===== src/rtl/f_fetch_queue_if.sv =====
// Fetch/decode handshake bundle around the instruction prefetch queue.
// master: the pipeline side (PC register + decode); slave: the queue itself.
interface f_fetch_queue_if;
    // Fetch side
    logic [31:0] f_pc;
    logic [31:0] f_instr;
    logic        f_valid;
    logic        f_ifu_en;

    // Redirect
    logic        flush;

    // Decode side
    logic        d_valid;
    logic        d_ready;
    logic [31:0] d_pc;
    logic [31:0] d_instr;
    logic        d_exc_adel;

    modport master (
        output f_pc, f_instr, f_valid, flush, d_ready,
        input  f_ifu_en, d_valid, d_pc, d_instr, d_exc_adel
    );

    modport slave (
        input  f_pc, f_instr, f_valid, flush, d_ready,
        output f_ifu_en, d_valid, d_pc, d_instr, d_exc_adel
    );
endinterface


===== src/rtl/f_fetch_queue.sv =====
// Instruction prefetch queue between the PC register and decode: captures
// {PC, instr, AdEL} per fetch, hands the oldest entry to decode, flushes on redirect.

// One queue slot: payload register plus its valid bit.
module f_fetch_queue_entry #(
    parameter int W = 65
) (
    input  logic         clk,
    input  logic         reset,
    input  logic         flush,
    input  logic         wr_en,
    input  logic         rd_en,
    input  logic [W-1:0] wr_data,
    output logic         vld,
    output logic [W-1:0] data
);
    always_ff @(posedge clk or posedge reset) begin
        if (reset) begin
            vld  <= 1'b0;
            data <= '0;
        end else if (flush) begin
            vld  <= 1'b0;
        end else begin
            // Push never targets the head while it is being popped, so order is free
            if (rd_en) vld <= 1'b0;
            if (wr_en) begin
                vld  <= 1'b1;
                data <= wr_data;
            end
        end
    end
endmodule

module f_fetch_queue #(
    parameter int          DEPTH     = 4,
    parameter logic [31:0] TEXT_BASE = 32'h0000_3000,
    parameter logic [31:0] TEXT_END  = 32'h0000_6FFC
) (
    input  logic                     clk,
    input  logic                     reset,
    f_fetch_queue_if.slave           bus,
    output logic [$clog2(DEPTH):0]   count
);
    localparam int PW = $clog2(DEPTH);
    localparam int CW = PW + 1;
    localparam logic [CW-1:0] DEPTH_C = CW'(DEPTH);

    typedef struct packed {
        logic [31:0] pc;
        logic [31:0] instr;
        logic        adel;
    } fq_entry_t;

    localparam int EW = $bits(fq_entry_t);

    generate
        if (DEPTH < 2 || (DEPTH & (DEPTH - 1)) != 0) begin : g_bad_depth
            $error("f_fetch_queue: DEPTH must be a power of two >= 2");
        end
    endgenerate

    logic [PW-1:0]               rd_ptr, wr_ptr;
    logic                        full, empty;
    logic                        push, pop;
    logic                        adel;
    fq_entry_t                   wr_ent, head;
    logic [DEPTH-1:0]            ent_vld;
    logic [DEPTH-1:0][EW-1:0]    ent_data;

    assign full  = (count == DEPTH_C);
    assign empty = (count == '0);

    // Registered-state only: no combinational path from d_ready or flush
    assign bus.f_ifu_en = !full;

    assign adel = (bus.f_pc[1:0] != 2'b00) || (bus.f_pc < TEXT_BASE) || (bus.f_pc > TEXT_END);

    assign push = bus.f_valid && !full && !bus.flush;
    assign pop  = bus.d_valid && bus.d_ready && !bus.flush;

    always_comb begin
        wr_ent.pc    = bus.f_pc;
        wr_ent.instr = adel ? 32'h0 : bus.f_instr;
        wr_ent.adel  = adel;
    end

    generate
        for (genvar g = 0; g < DEPTH; g++) begin : g_ent
            f_fetch_queue_entry #(.W(EW)) u_ent (
                .clk     (clk),
                .reset   (reset),
                .flush   (bus.flush),
                .wr_en   (push && (wr_ptr == PW'(g))),
                .rd_en   (pop && (rd_ptr == PW'(g))),
                .wr_data (wr_ent),
                .vld     (ent_vld[g]),
                .data    (ent_data[g])
            );
        end
    endgenerate

    always_ff @(posedge clk or posedge reset) begin
        if (reset) begin
            rd_ptr <= '0;
            wr_ptr <= '0;
            count  <= '0;
        end else if (bus.flush) begin
            rd_ptr <= '0;
            wr_ptr <= '0;
            count  <= '0;
        end else begin
            if (push) wr_ptr <= wr_ptr + 1'b1;
            if (pop)  rd_ptr <= rd_ptr + 1'b1;
            case ({push, pop})
                2'b10:   count <= count + 1'b1;
                2'b01:   count <= count - 1'b1;
                default: count <= count;
            endcase
        end
    end

    // Head is zeroed whenever the slot is empty so decode never sees stale data
    always_comb begin
        head = fq_entry_t'(ent_data[rd_ptr]);
        if (!ent_vld[rd_ptr]) head = '0;
    end

    assign bus.d_valid    = ent_vld[rd_ptr] && !empty;
    assign bus.d_pc       = head.pc;
    assign bus.d_instr    = head.instr;
    assign bus.d_exc_adel = head.adel;
endmodule


===== src/flat_wrapper.sv =====
// flat-port wrapper written by rule: the top's interface ports become plain ports
module f_fetch_queue_flat 
#(
    parameter int          DEPTH     = 4,
    parameter logic [31:0] TEXT_BASE = 32'h0000_3000,
    parameter logic [31:0] TEXT_END  = 32'h0000_6FFC
)
  (clk, reset, count, bus_f_pc, bus_f_instr, bus_f_valid, bus_flush, bus_d_ready, bus_f_ifu_en, bus_d_valid, bus_d_pc, bus_d_instr, bus_d_exc_adel);
  f_fetch_queue_if bus_i ();
  input  logic clk;
  input  logic reset;
  output logic [$clog2(DEPTH):0] count;
  input wire logic [$bits(bus_i.f_pc)-1:0] bus_f_pc;
  input wire logic [$bits(bus_i.f_instr)-1:0] bus_f_instr;
  input wire logic [$bits(bus_i.f_valid)-1:0] bus_f_valid;
  input wire logic [$bits(bus_i.flush)-1:0] bus_flush;
  input wire logic [$bits(bus_i.d_ready)-1:0] bus_d_ready;
  output wire logic [$bits(bus_i.f_ifu_en)-1:0] bus_f_ifu_en;
  output wire logic [$bits(bus_i.d_valid)-1:0] bus_d_valid;
  output wire logic [$bits(bus_i.d_pc)-1:0] bus_d_pc;
  output wire logic [$bits(bus_i.d_instr)-1:0] bus_d_instr;
  output wire logic [$bits(bus_i.d_exc_adel)-1:0] bus_d_exc_adel;
  assign bus_i.f_pc = bus_f_pc;
  assign bus_i.f_instr = bus_f_instr;
  assign bus_i.f_valid = bus_f_valid;
  assign bus_i.flush = bus_flush;
  assign bus_i.d_ready = bus_d_ready;
  assign bus_f_ifu_en = bus_i.f_ifu_en;
  assign bus_d_valid = bus_i.d_valid;
  assign bus_d_pc = bus_i.d_pc;
  assign bus_d_instr = bus_i.d_instr;
  assign bus_d_exc_adel = bus_i.d_exc_adel;
  f_fetch_queue #(.DEPTH(DEPTH), .TEXT_BASE(TEXT_BASE), .TEXT_END(TEXT_END)) u_core (.clk(clk), .reset(reset), .bus(bus_i), .count(count));
endmodule

===== config.mk =====
export PLATFORM = sky130hd
export DESIGN_NAME = f_fetch_queue_flat
export DESIGN_NICKNAME = d
export VERILOG_FILES = /design/src/rtl/f_fetch_queue_if.sv /design/src/rtl/f_fetch_queue.sv /design/src/flat_wrapper.sv
export SDC_FILE = /design/constraint.sdc
export NUM_CORES = 1
export LEC_CHECK = 0
export CORE_MARGIN = 2
export CORE_UTILIZATION = 45
export CTS_CLUSTER_SIZE = 8
export DETAILED_ROUTE_END_ITERATION = 8
export DONT_BUFFER_PORTS = 1
export PLACE_DENSITY_LB_ADDON = 0.12
export SLEW_MARGIN = 30
export SYNTH_ARGS = -nofsm -noshare
export SYNTH_HDL_FRONTEND = slang
export SYNTH_SLANG_ARGS = --single-unit
export TNS_END_PERCENT = 5

===== constraint.sdc =====
create_clock -name clk -period 22.1 [get_ports clk]
set_input_delay 3.315 -clock clk [delete_from_list [all_inputs] [get_ports clk]]
set_output_delay 3.315 -clock clk [all_outputs]
set_load 0.1 [all_outputs]

-- After elaboration in Yosys (flattened, before gate mapping)
Index checks and enable logic that the tools add are counted.
- flip-flop bits (word level): 271
- bits of input ports: 69
- output and inout port bits: 70
- logic and storage cells: 85
- add/subtract/negate cells: 4
- magnitude comparators: 3
- equality and inequality tests: 9
- muxes and demuxes: 24
- bitwise logic cells: 1
- reduce and logical (&&, ||, !) cells: 33
- operators by type and width (kind ; count):
    binary-select mux 65 bit (select 2 bit) ; 1
    two-way mux 65 bit ; 2
    greater-than comparator 32 x 15 -> 1 bit (second input constant) ; 1
    < comparator 32 x 14 -> 1 bit (second input constant) ; 1
    two-way mux 32 bit ; 1
    nonzero test 3 bit ; 5
    logical AND 1 bit ; 13
    two-way mux 1 bit ; 13
    == test 2 bit (second input constant) ; 5
    two-way mux 2 bit ; 4
    AND reduction 2 bit ; 4
    == test 2 x 1 -> 1 bit (second input constant) ; 3
    one-hot mux 3 bit (2 select lines) ; 1
    nonzero test 2 bit ; 3
    adder 2 x 1 -> 2 bit (second input constant) ; 2
    logical NOT 2 bit ; 2
    adder 3 x 1 -> 3 bit (second input constant) ; 1
    == test 3 bit (second input constant) ; 1
    logical NOT 1 bit ; 3
    logical NOT 3 bit ; 1
    < comparator 2 x 3 -> 1 bit (second input constant) ; 1
    two-way mux 3 bit ; 1
    subtractor 3 x 1 -> 3 bit (second input constant) ; 1
    binary-select mux 1 bit (select 2 bit) ; 1
    2 further kinds ; 3

-- Longest topological paths before layout
- depth in word-level cells: 9
- mapped depth: 9

-- By module
Synthesis repeated with hierarchy kept, for this count alone.
- cells, all modules: 836
- area total of the unflattened synthesis: 13828.3 um2
- by module, submodules not included (module ; times used ; cells each ; area an instance (um2)):
    f_fetch_queue_entry ; 4 ; 143 ; 2731.4
    f_fetch_queue ; 1 ; 264 ; 2902.8

-- Worst setup path before layout
OpenSTA, ideal clock, no wires.
- kind: flip-flop to output port
- from: reg u_core.rd_ptr[1]
- to: out bus_d_pc[10]
- data arrival time: 2146 ps
- required time: 18785 ps
- setup slack: 16639 ps
- stages on the path, launching flop included: 6
- buffers on the path: 3
- path through: dfrtp_1 > buf_2 > clkbuf_1 > clkbuf_1 > mux4_2 > and2_1
- word-level cells in the longest chain between the ends: 3
- elaborated cells between the ends (all ways): 5
- ends and longest elaborated chain (item ; RTL line ; source):
    start: declaration ; f_fetch_queue.sv:62 ; logic [PW-1:0] rd_ptr, wr_ptr;
    start signal: assignment ; f_fetch_queue.sv:113 ; if (pop) rd_ptr <= rd_ptr + 1'b1;
    binary-select mux 65 bit (select 2 bit) / binary-select mux 1 bit (select 2 bit) (equally long branches) ; f_fetch_queue.sv:124, f_fetch_queue.sv:125 ;
    two-way mux 65 bit (not written as such) / two-way mux 1 bit (equally long branches) ; f_fetch_queue.sv:124, f_fetch_queue.sv:125 ;
    two-way mux 65 bit (*) ; f_fetch_queue.sv:125 ; if (!ent_vld[rd_ptr]) head = '0;
    end: declaration ; flat_wrapper.sv:20 ; output wire logic [$bits(bus_i.d_pc)-1:0] bus_d_pc;
Every way passes the cells marked *; elsewhere a longest branch is shown, timed or not. The select of a mux whose other input is x is not followed.

-- Worst setup path in the final report
- from: reg u_core.rd_ptr[1]
- to: out bus_d_pc[13]
Same word-level chain as after synthesis.

==> impl_metrics.json <==
{
  "cts_root_buffer": "clkbuf_16",
  "core_sq_mm": 0.0278,
  "yosys_warnings": 0,
  "ctsHoldBuffers": 0,
  "antenna_cells": 0,
  "cts_inserted_buffers": 39,
  "worstSetupStartpoint": "u_core.rd_ptr[1]",
  "fin_cells": 1243,
  "leakage_nw": 6.49,
  "drive_gt1_share_pct": 44.7,
  "port_buffers": 0,
  "clk_pin_slew_ns": 0.05,
  "start_util_pct": 45.7,
  "layout.cells.most_common": "dfrtp_1",
  "syn_inst": 864,
  "skew_ns": 0.00853,
  "syn_area_sq_mm": 0.0127,
  "seq_area_sq_mm": 0.00679,
  "hold_viol": 0,
  "syn_nets": 942,
  "fin_setup_tns_ns": 0,
  "rsz0062_at_grt": "no",
  "yosysSeqAreaShare_pct": 53.5,
  "critPathLaunchType": "flop",
  "rows": 61,
  "grt_util_all_layers_pct": 19.9,
  "final_net_count": 938,
  "ff2ff_path_depth": 10,
  "vias_per_cell": 5.75,
  "htreeDepth": 2,
  "drv_cap": 0,
  "vias": 7142,
  "grt_pass1_wl_um": 45200,
  "synth_cell_types": 38,
  "insertion_delay_ns": 0.50,
  "cts_tree": "yes",
  "multi_input_area_sq_mm": 0.00548,
  "ant_nets": 0,
  "ctsResizeCount": 0,
  "drt_iter0_markers": 363,
  "crit_fanout": 70,
  "status": "completed",
  "setup_viol": 0,
  "crit_type": "flop to output port",
  "grt_pass1_vias": 8161,
  "dieArea_sq_mm": 0.0296,
  "overflow": 0,
  "power.density_mw_per_mm2": 104,
  "holdPathStages": 2,
  "tightest_slew_ns": 0.987,
  "slew_violations": 0,
  "min_from": "u_core.g_ent[2].u_ent.data[0]",
  "period_share_pct": 31.8,
  "dieWidth_um": 172,
  "ios": 139,
  "place_congestion": 0.730,
  "dp.cells": 1196,
  "wl_per_cell_um": 23.2,
  "final_cell_mix": "dfrtp_1, mux2_2, mux4_2, and2_1",
  "crit_required_ns": 18.78,
  "ys_ff_latch": 271,
  "worstReg2RegStart": "u_core.rd_ptr[1]",
  "area_growth_pct": 11.1,
  "grt_max_degree": 127,
  "antenna_found_initial": 0,
  "dr.pass1.iters": 4,
  "worstPathArrival_ns": 3.71,
  "hpwl_um": 17300,
  "max_freq_ghz": 0.142,
  "period_needed_ns": 7.03,
  "drc": 0,
  "cts_setup_buffers": 0,
  "hold_class": "flop to flop",
  "ir_worst_vdd_mv": 0.0643,
  "fill_cells": 2386,
  "timing.slew.headroom_pct": 34.6,
  "endpoint_kind": "output port",
  "die_h_um": 172,
  "avgSynthCellArea_sq_um": 14.7,
  "clock_path_buffers": 3,
  "cts_sinks": 271,
  "wirelength_um": 28800
}
==> final timing paths <==
path | endpoint | slack (ns)
max | bus_d_pc[13] | 15.07
min | u_core.g_ent[2].u_ent.data[0] | 0.48
max reg2reg | u_core.count[2] | 18.30
min reg2reg | u_core.g_ent[2].u_ent.data[0] | 0.48
max in group asynchronous | u_core.rd_ptr[1] | 17.91
min in group asynchronous | u_core.g_ent[1].u_ent.data[49] | 2.62
==> power breakdown <==
part | leakage (nW) | total (mW) | switching (mW) | internal, mW
sequential | 3.57 | 0.648 | 0.0567 | 0.591
clock | 0.511 | 0.521 | 0.195 | 0.326
combinational | 2.40 | 0.298 | 0.174 | 0.123
==> synth_stat cells <==
cell / instances / share of area [%]
a211o_1: 4 / 0.28
a21bo_1: 1 / 0.079
a21boi_0: 1 / 0.059
a21o_1: 2 / 0.12
a21oi_1: 1 / 0.039
a311o_1: 1 / 0.079
a31oi_1: 1 / 0.049
and2_1: 66 / 3.3
and3_1: 1 / 0.049
and3b_1: 1 / 0.069
buf_1: 1 / 0.030
buf_2: 38 / 1.5
buf_6: 1 / 0.089
clkbuf_1: 19 / 0.56
clkbuf_2: 1 / 0.039
dfrtp_1: 271 / 53
fa_1: 1 / 0.16
ha_1: 8 / 0.79
inv_1: 42 / 1.2
inv_2: 1 / 0.030
mux2_2: 256 / 23
mux2i_1: 2 / 0.16
mux4_2: 66 / 12
nand2_1: 10 / 0.30
nand3_1: 3 / 0.12
nand4b_1: 5 / 0.35
nor2_1: 10 / 0.30
nor3_1: 33 / 1.3
nor3b_2: 1 / 0.099
nor4_1: 4 / 0.20
nor4b_1: 1 / 0.069
o2111ai_1: 1 / 0.069
o211ai_1: 1 / 0.059
o21ai_0: 4 / 0.16
o311ai_0: 1 / 0.069
or3_1: 1 / 0.049
xnor2_1: 2 / 0.14
xnor3_1: 1 / 0.18
==> state kept, by name, summed over array words and instances, names as in the netlist <==
signal	count
u_core.count	3
u_core.g_ent.u_ent.data	260
u_core.g_ent.u_ent.vld	4
u_core.rd_ptr	2
u_core.wr_ptr	2
==> area by class of cell <==
type                       count  share of cell area (%)
timing repair buffer          15                    1.02
multi-input combinational    490                    38.8
sequential                   271                    48.2
inverter                      43                    1.20
tap                          378                    3.35
clock buffer                  46                    7.41
==> kinds of logic after synthesis <==
| group | count (synthesis) | synth area share (%) |
|---|---|---|
| flip-flops | 271 | 53.5 |
| adder cells (fa/ha/maj) | 9 | 0.947 |
| multiplexers | 324 | 34.6 |
| AO/OA/AOI/OAI | 18 | 1.06 |
| AND/OR/NAND/NOR | 136 | 6.14 |
| XOR/XNOR | 3 | 0.316 |
| buffers and inverters | 103 | 3.49 |
==> through the flow <==
stage | instance area, sq um | hold slack (ns) | utilization [%] | setup WS [ns] | power (mW)
after floorplan | 12700 | 0.445 | - | 11.32 | 0.901
after global placement | 13000 | 0.459 | 46.8 | 15.39 | 0.936
after detailed placement | 13000 | 0.471 | 46.8 | 15.56 | 0.957
after CTS | 14100 | 0.482 | 50.6 | 15.03 | 1.49
after global routing | 14100 | 0.503 | 50.7 | 14.91 | 1.53
final | 14100 | 0.478 | 50.7 | 15.07 | 1.47
==> worst max-delay path: stages, from the launching register on <==
cell and delay [ns]:
dfrtp_4 0.39, buf_6 0.63, mux4_2 0.82, buf_4 0.47, and2_1 0.85
==> metal layers <==
layer / GRT usage (%) / vias to the layer above / part of all wire (%)
li1: - / 3096 / -
met1: 25.5 / 3819 / 42
met2: 33.2 / 184 / 50
met3: 5.61 / 43 / 6.5
met4: 5.70 / 0 / 2.0
met5: 0 / - / 0
Power figures use the tool's default switching activity.
